File: src/rtl/load_store_unit.sv
// Load/store unit: initiator side of the word-organised data-memory interface.
// Memory traffic is always a full aligned word; sub-word loads are extracted
// and extended here, sub-word stores are done as read-modify-write.
module load_store_unit #(
  parameter int unsigned TIMEOUT = 16
) (
  input  logic        clk,
  input  logic        reset,
  input  logic        req_read,
  input  logic        req_write,
  input  logic [2:0]  req_funct3,
  input  logic [31:0] req_address,
  input  logic [31:0] req_wdata,
  output logic        req_ready,
  output logic        done,
  output logic        error,
  output logic [31:0] rdata,
  output logic        memory_read,
  output logic        memory_write,
  output logic [2:0]  option,
  output logic [31:0] address,
  output logic [31:0] write_data,
  input  logic        memory_response,
  input  logic [31:0] read_data
);

  localparam logic [2:0]  F3B  = 3'b000;
  localparam logic [2:0]  F3H  = 3'b001;
  localparam logic [2:0]  F3W  = 3'b010;
  localparam logic [2:0]  F3BU = 3'b100;
  localparam logic [2:0]  F3HU = 3'b101;
  localparam bit          TimeoutEn   = (TIMEOUT != 0);
  localparam logic [31:0] TimeoutLast = 32'(TIMEOUT - 1);

  typedef enum logic [1:0] {StIdle, StRead, StWrite, StResp} state_e;

  state_e      state;
  logic        is_store;
  logic [2:0]  funct3;
  logic [1:0]  offset;
  logic [31:0] wdata;
  logic [31:0] count;

  logic        req_bad;
  logic [7:0]  byte_lane;
  logic [15:0] half_lane;
  logic [31:0] load_value;
  logic [31:0] merged;

  // Reject illegal funct3 or misaligned requests before any memory strobe.
  always_comb begin
    req_bad = 1'b0;
    unique case (req_funct3)
      F3B:        req_bad = 1'b0;
      F3H:        req_bad = req_address[0];
      F3W:        req_bad = (req_address[1:0] != 2'b00);
      F3BU:       req_bad = req_write;
      F3HU:       req_bad = req_write | req_address[0];
      default:    req_bad = 1'b1;
    endcase
  end

  // Lane extraction for loads and lane merge for sub-word stores.
  always_comb begin
    byte_lane = read_data[7:0];
    unique case (offset)
      2'd0: byte_lane = read_data[7:0];
      2'd1: byte_lane = read_data[15:8];
      2'd2: byte_lane = read_data[23:16];
      2'd3: byte_lane = read_data[31:24];
      default: byte_lane = read_data[7:0];
    endcase
    half_lane = offset[1] ? read_data[31:16] : read_data[15:0];

    load_value = read_data;
    unique case (funct3)
      F3B:     load_value = {{24{byte_lane[7]}}, byte_lane};
      F3H:     load_value = {{16{half_lane[15]}}, half_lane};
      F3BU:    load_value = {24'h0, byte_lane};
      F3HU:    load_value = {16'h0, half_lane};
      default: load_value = read_data;
    endcase

    merged = read_data;
    if (funct3 == F3B) begin
      unique case (offset)
        2'd0: merged[7:0]   = wdata[7:0];
        2'd1: merged[15:8]  = wdata[7:0];
        2'd2: merged[23:16] = wdata[7:0];
        2'd3: merged[31:24] = wdata[7:0];
        default: merged = read_data;
      endcase
    end else if (funct3 == F3H) begin
      if (offset[1]) merged[31:16] = wdata[15:0];
      else           merged[15:0]  = wdata[15:0];
    end
  end

  // Transaction FSM; every interface output is registered here.
  always_ff @(posedge clk or negedge reset) begin
    if (!reset) begin
      state        <= StIdle;
      is_store     <= 1'b0;
      funct3       <= 3'b000;
      offset       <= 2'b00;
      wdata        <= 32'h0;
      count        <= 32'h0;
      req_ready    <= 1'b1;
      done         <= 1'b0;
      error        <= 1'b0;
      rdata        <= 32'h0;
      memory_read  <= 1'b0;
      memory_write <= 1'b0;
      option       <= 3'b000;
      address      <= 32'h0;
      write_data   <= 32'h0;
    end else begin
      unique case (state)
        StIdle: begin
          if (req_read || req_write) begin
            is_store  <= req_write;
            funct3    <= req_funct3;
            offset    <= req_address[1:0];
            wdata     <= req_wdata;
            count     <= 32'h0;
            req_ready <= 1'b0;
            if (req_bad) begin
              state <= StResp;
              done  <= 1'b1;
              error <= 1'b1;
            end else begin
              option  <= F3W;
              address <= {req_address[31:2], 2'b00};
              if (req_write && req_funct3 == F3W) begin
                state        <= StWrite;
                memory_write <= 1'b1;
                write_data   <= req_wdata;
              end else begin
                state       <= StRead;
                memory_read <= 1'b1;
              end
            end
          end
        end
        StRead: begin
          if (memory_response) begin
            memory_read <= 1'b0;
            count       <= 32'h0;
            if (is_store) begin
              state        <= StWrite;
              memory_write <= 1'b1;
              write_data   <= merged;
            end else begin
              state   <= StResp;
              rdata   <= load_value;
              done    <= 1'b1;
              option  <= 3'b000;
              address <= 32'h0;
            end
          end else if (TimeoutEn && count == TimeoutLast) begin
            // Aborted read: rdata untouched, no write follows.
            state       <= StResp;
            memory_read <= 1'b0;
            option      <= 3'b000;
            address     <= 32'h0;
            done        <= 1'b1;
            error       <= 1'b1;
          end else begin
            count <= count + 32'd1;
          end
        end
        StWrite: begin
          if (memory_response || (TimeoutEn && count == TimeoutLast)) begin
            state        <= StResp;
            memory_write <= 1'b0;
            write_data   <= 32'h0;
            option       <= 3'b000;
            address      <= 32'h0;
            done         <= 1'b1;
            error        <= ~memory_response;
          end else begin
            count <= count + 32'd1;
          end
        end
        StResp: begin
          state     <= StIdle;
          done      <= 1'b0;
          error     <= 1'b0;
          req_ready <= 1'b1;
        end
        default: state <= StIdle;
      endcase
    end
  end

endmodule
File: config.mk
export PLATFORM = sky130hd
export DESIGN_NAME = load_store_unit
export DESIGN_NICKNAME = d
export VERILOG_FILES = /design/src/rtl/load_store_unit.sv
export SDC_FILE = /design/constraint.sdc
export NUM_CORES = 1
export LEC_CHECK = 0
export BUFFER_PORTS_ARGS = -buffer_cell sky130_fd_sc_hd__buf_4
export CORE_MARGIN = 2
export CORE_UTILIZATION = 50
export CTS_BUF_LIST = sky130_fd_sc_hd__clkbuf_4 sky130_fd_sc_hd__clkbuf_8
export DETAILED_ROUTE_END_ITERATION = 8
export PLACE_DENSITY = 0.78
export SYNTH_ARGS = -nofsm -noshare
export SYNTH_HDL_FRONTEND = slang
export SYNTH_SLANG_ARGS = --single-unit
File: constraint.sdc
create_clock -name clk -period 3.09 [get_ports clk]
set_clock_uncertainty 0.1 [all_clocks]
set_input_delay 0 -clock clk [delete_from_list [all_inputs] [get_ports clk]]
set_output_delay 0 -clock clk [all_outputs]
set_load 0.005 [all_outputs]
==> results of run 1 <==
==> cells by family (layout without fill, tap and decap cells) <==
group           after synthesis  in the layout
simple gates                276            276
compound gates              205            205
flops                       156            156
mux                         122            122
buf+inv                      87            408
fa+ha+maj                     6              6
xor+xnor                      2              2
other cells                   1              6
==> cells in the final DEF (no fill, tap or decap), drive strengths merged, types with 17 or more instances in the layout <==
cell,instances
a21oi,51
buf,244
clkbuf,21
dfrtp,155
dlygate4sd3,105
inv,28
mux2,80
mux2i,41
nand2,88
nand3,31
nor2,45
nor2b,33
o21ai,40
o22ai,17
o2bb2ai,19
==> state kept, by name, indices dropped and copies added (netlist names) <==
register / count
count: 32
is_store: 1
memory_write: 1
write_data: 32
error: 1
rdata: 32
option: 1
done: 1
memory_read: 1
funct3: 3
address: 30
offset: 2
req_ready: 1
state: 2
wdata: 16
==> cells in the mapped netlist, drive strengths merged (4+ instances only) <==
cell type / count
dfrtp: 155
nand2: 88
mux2: 80
a21oi: 51
clkbuf: 49
nor2: 45
mux2i: 41
o21ai: 40
nor2b: 33
nand3: 31
inv: 24
o2bb2ai: 19
o22ai: 17
nor3: 14
buf: 13
nand4: 13
nand3b: 11
or4: 11
o221ai: 10
o41ai: 10
nor4: 9
a221oi: 8
o31a: 8
a2bb2oi: 7
o31ai: 7
ha: 6
and3: 5
a2111oi: 4
a211oi: 4
==> how the worst min path moves through the flow <==
stage	slack [ns]	cells after the start	to	start
finish	0.24	3	wdata[8]	req_wdata[8]
global placement	-0.21	1	address[9]	reset
global route	0.24	3	wdata[9]	req_wdata[9]
CTS	0.22	3	wdata[12]	req_wdata[12]
floorplan	-0.40	0	address[10]	reset
detailed placement	-0.21	1	address[5]	reset
==> timing repair <==
action / in CTS / in global routing
endpoints found under the setup margin: 0 / 59
buffers inserted: 0 / 8
endpoints found under the hold margin: 278 / 0
hold buffers: 106 / 0
gates resized for setup: 0 / 4
==> final cells by class <==
| cell class | count | share of cell area |
|---|---|---|
| clock inverter | 13 | 0.01121 |
| tap | 220 | 0.02305 |
| clock buffer | 19 | 0.02189 |
| sequential | 156 | 0.3270 |
| multi-input combinational | 615 | 0.3571 |
| timing repair buffer | 351 | 0.2514 |
| antenna | 2 | 0.0004190 |
| inverter | 25 | 0.007857 |
==> routing by layer <==
metal | track usage | share of wire | wire length [um]
met4 | 0.1474 | 0.045 | 1317
met1 | 0.4154 | 0.40 | 11780
met5 | 0 | 0 | 0
met3 | 0.07620 | 0.095 | 2778
met2 | 0.4955 | 0.46 | 13510
==> critical path, delay by kind of cell, from the launching register on <==
family	cells	cell delay (ns)
simple gates	2	1.12
flops	1	0.39
compound gates	2	0.60
buf+inv	2	0.35
mux	1	0.36
==> metrics by stage <==
step	setup slack [ns]	TNS, ns	cells	hold slack [ns]
after floorplan	0.09781	0	858	-0.3956
after detailed placement	0.05932	0	1250	-0.2147
after global placement	0.08599	0	1250	-0.2145
final	0.05411	0	1401	0.2378
after global routing	-0.008033	-0.01855	1399	0.2429
after CTS	0.04459	0	1388	0.2233
==> power by group through the flow <==
stage / logic (mW) / clock network, mW / registers, mW
after floorplan: 4.10 / 0 / 3.30
after global routing: 7.42 / 1.66 / 3.50
after detailed placement: 6.27 / 0 / 3.42
final: 6.95 / 1.55 / 3.43
after global placement: 6.12 / 0 / 3.40
after CTS: 6.40 / 1.57 / 3.39
==> impl_metrics.ini, run 1 <==
[outcome]
status = finished clean

[sta]
slew_headroom = 0.3478
period_needed_ns = 3.036
post-route-period-util = 0.9825
slew_viol_final = 0
fmax_mhz = 329.4
tightest_slew_ns = 0.9694
hold_violations = 0
rsz0062_at_grt = true
setup_violations = 0

[drt]
drt_iter0_markers = 993
ant_nets = 0
detail_route.wl_per_cell_um = 20.98
drc = 0
viasPerCell = 6.045
drt_pass1_iterations = 7
vias = 8469
routed_wl_um = 29390

[critical_path]
cp_slowest_cell = or4_4
cp_max_fo = 16
r2r_end = address[28]
cp-endpoint = address[28]
path_class = reg2reg
arrival_ns = 3.29
path_cells = or4_1, or4_4, o21a_4, a2111oi_4, buf_4, buf_12, mux2_2
critPathRequiredTime_ns = 3.35
r2r_start = count[14]
crit_path_start_kind = register
cp-end-kind = register
cpPeakStageDelay_ns = 0.57
r2r_cells = 7
rrSetupSlack_ns = 0.05
worstSetupStartpoint = count[14]

[synthesis]
synth_top_cell_by_area = dfrtp_1
synth_async_sr_flop_share = 1.000
synth_mux_area_frac = 0.1566
syn_inst = 855
yosysUniqueCellTypes = 62
syn_avg_cell_area_um2 = 9.958
synth_xor_xnor_area_share = 0.002057
synth_fa_ha_area_frac = 0.008817
synth.top_cell.area_share = 0.4555
synth_top_family_by_area = compound AO/OA/AOI/OAI gates
synth_area_leaders = dfrtp_1, mux2_2, mux2i_1, nand2_1, a21oi_1
ys_ff_latch = 156
yosys.area_share.simple = 0.1621
synth-main-ff-cell = dfrtp_1
ys_seq_area_frac = 0.4586
yosys_warnings = 0
synth_compound_area_frac = 0.1680
synth_edf_count = 0
synthesis.area_mm2 = 0.008514

[clocking]
cts_tree = built
clock_latency_ns = 0.47
cts_root_buf = clkbuf_8
clk_path_buf_depth = 2
htree_levels = 4
cts_buffers = 17
clk_pin_slew_ns = 0.09
numClockSinks = 156

[power]
comb_power_share = 0.582
power.total_mw = 11.93
power_switching_share = 0.4247
power.switching_mw = 5.066
vdd_drop_max_uv = 774.4
p_leak_nw = 5.453
pwr-share-clk = 0.130
internal_power_mw = 6.861
power.density_mw_per_mm2 = 998.5
seqPwrFrac = 0.288

[floorplan]
die_area_mm2 = 0.01809
start_util = 0.5116
placementRows = 47
coreArea_mm2 = 0.01664
die_x_um = 134.5
die_h_um = 134.5
pin_count = 208

[final_layout]
drive_above_1_share = 0.3121
postLayoutCellArea_mm2 = 0.01194
syn2layout_area_growth_pct = 40.28
multi_input_area_mm2 = 0.004265
regArea_mm2 = 0.003906
num-fill-cells = 1122
nNetsFinal = 1276
finish.utilization = 0.7177

[global_route]
grt_max_degree = 80
grt_pass1_vias = 8322
grt_first_pass_wirelength_um = 44770
grt.overflow.total = 0
antenna_found_initial = 0
grt_util_all_layers = 0.3157

[placement]
io_buffers = 203
placed_area_mm2 = 0.01035
place_congestion = 0.8916
dp_hpwl_um = 18270

[run]
maxCapViolCount = 0

[min_path]
hp-class = in2reg
Power figures use the tool's default switching activity.
==> run 2: changes to the inputs <==
--- a/config.mk
+++ b/config.mk
@@ -10,7 +10,7 @@
 export CORE_UTILIZATION = 50
 export CTS_BUF_LIST = sky130_fd_sc_hd__clkbuf_4 sky130_fd_sc_hd__clkbuf_8
 export DETAILED_ROUTE_END_ITERATION = 8
-export PLACE_DENSITY = 0.78
+export PLACE_DENSITY = 0.75
 export SYNTH_ARGS = -nofsm -noshare
 export SYNTH_HDL_FRONTEND = slang
 export SYNTH_SLANG_ARGS = --single-unit
==> constraint.sdc (replaced) <==
create_clock -name clk -period 3.2 [get_ports clk]
set_clock_uncertainty 0.1 [all_clocks]
set_input_delay 0 -clock clk [delete_from_list [all_inputs] [get_ports clk]]
set_output_delay 0 -clock clk [all_outputs]
set_load 0.005 [all_outputs]
==> impl_metrics.ini, run 2 (synthesis gave the netlist of run 1 again) <==
[clocking]
numClockSinks = 156
htree_levels = 4
cts_root_buf = clkbuf_8
clock_latency_ns = 0.47
cts_buffers = 17
cts_setup_buffers = 0
cts_tree = built
clk_path_buf_depth = 2
clk_pin_slew_ns = 0.10

[power]
p_leak_nw = 5.368
vdd_drop_max_uv = 610.1
power.density_mw_per_mm2 = 942.6

[sta]
slew_headroom = 0.3306
fin_tns_setup_ns = 0
hold_violations = 0
period_needed_ns = 3.089
fmax_mhz = 323.7
post-route-period-util = 0.9653
rsz0062_at_grt = false
setup_violations = 0
slew_viol_final = 0
tightest_slew_ns = 0.9950

[final_layout]
final_cell_mix = buf_4, dfrtp_1, dlygate4sd3_1, nand2_1, mux2_2
nNetsFinal = 1264
top_regs = count x32, rdata x32, write_data x32
num-fill-cells = 1214
drive_above_1_share = 0.3042
layoutNonFillerInstCount = 1389
layout_commonest_cell = buf_4
syn2layout_area_growth_pct = 38.68

[critical_path]
cp_slowest_cell = or4_4
r2r_cells = 6
r2r_start = count[6]
path_buf_inv = 1
arrival_ns = 3.36
worstSetupStartpoint = count[6]
path_class = reg2reg
cp_max_fo = 33
path_cells = or4_1, or4_4, o21a_4, a2111oi_4, buf_12, mux2_2
crit_path_start_kind = register
cp.depth = 6
cp-end-kind = register
cp_top_family = simple AND/OR/NAND/NOR gates
critPathRequiredTime_ns = 3.47
cpPeakStageDelay_ns = 0.58

[drt]
ant_nets = 0
routed_wl_um = 27330
drc = 0
vias = 8291
drt_iter0_markers = 836
drt_pass1_iterations = 6
viasPerCell = 5.969
detail_route.wl_per_cell_um = 19.67

[min_path]
holdPathStages = 3
hp-class = in2reg
min-delay-start = req_wdata[9]

[global_route]
antenna_found_initial = 1
grt.overflow.total = 0
grt_first_pass_wirelength_um = 43400
grt_pass1_vias = 8200
grt-busiest-layer = met2
grt.met1_usage = 0.4190
grt_util_all_layers = 0.3046
grt_util_met3 = 0.06944
met2_usage = 0.4629
grt_max_degree = 73

[placement]
dp_hpwl_um = 18030
place_congestion = 0.8859
dp_cells = 1249
io_buffers = 203

[floorplan]
die_x_um = 134.5
pin_count = 208
placementRows = 47
start_util = 0.5116
die_h_um = 134.5
coreArea_mm2 = 0.01664
die_area_mm2 = 0.01809

[outcome]
status = finished clean

[run]
maxCapViolCount = 0
## run 2: cell count changes in the layout (fill, tap and decap cells not counted), moves of 2 or more
cell and change:
clkinvlp_4 +2, buf_12 -2, clkbuf_16 -2, buf_4 -8
## run 2: layout make-up
class,count,area [um^2],area share
flip-flops and latches,156,3905,0.3307
clock inverters,13,132.6,0.01123
diodes,2,5.005,0.0004239
well taps,220,275.3,0.02331
multi-input cells,615,4265,0.3612
clock buffers,19,261.5,0.02215
inverters,25,93.84,0.007947
repair buffers,339,2869,0.2430
## run 2: path summary, 6_finish.rpt
| path | end | slack [ns] |
|---|---|---|
| setup / recovery | write_data[0] | 0.11 |
| hold / removal | wdata[9] | 0.24 |
| setup reg to reg | write_data[0] | 0.11 |
| hold reg to reg | rdata[7] | 0.39 |
| max in group asynchronous | count[27] | 2.09 |
| min in group asynchronous | req_ready | 0.49 |
## run 2: timing repair
action,in CTS,in global routing
gates resized for setup,0,0
setup endpoints to repair,0,0
hold buffers,106,0
endpoints found under the hold margin,278,0
## run 2: power by group
part           internal (mW)  total [mW]  switching, mW
logic                   3.05        6.35           3.30
clock network          0.672        1.50          0.827
registers               2.73        3.28          0.551
total                   6.45        11.1           4.68
## run 2: stage by stage
stage	instance area [um^2]	hold WS [ns]	worst slack (ns)	power [mW]	utilization
CTS	11800	0.2287	0.1116	11.01	0.7092
detailed placement	10330	-0.09199	0.1231	9.373	0.6207
finish	11810	0.2417	0.1109	11.13	0.7095
floorplan	8526	-0.3956	0.2078	7.145	-
global placement	10330	-0.1003	0.1710	9.205	0.6207
global route	11810	0.2319	0.01974	11.85	0.7093
## run 2: metal layers
metal | share of wire | routed length, um
met5 | 0 | 0
met4 | 0.042 | 1154
met3 | 0.089 | 2427
met2 | 0.45 | 12360
met1 | 0.42 | 11390
## run 2: worst reg2reg max path, stage by stage (launching register included)
cell	delay (ns)
dfrtp_1	0.41
or4_1	0.53
or4_4	0.58
o21a_4	0.28
a2111oi_4	0.42
buf_12	0.27
mux2_2	0.38
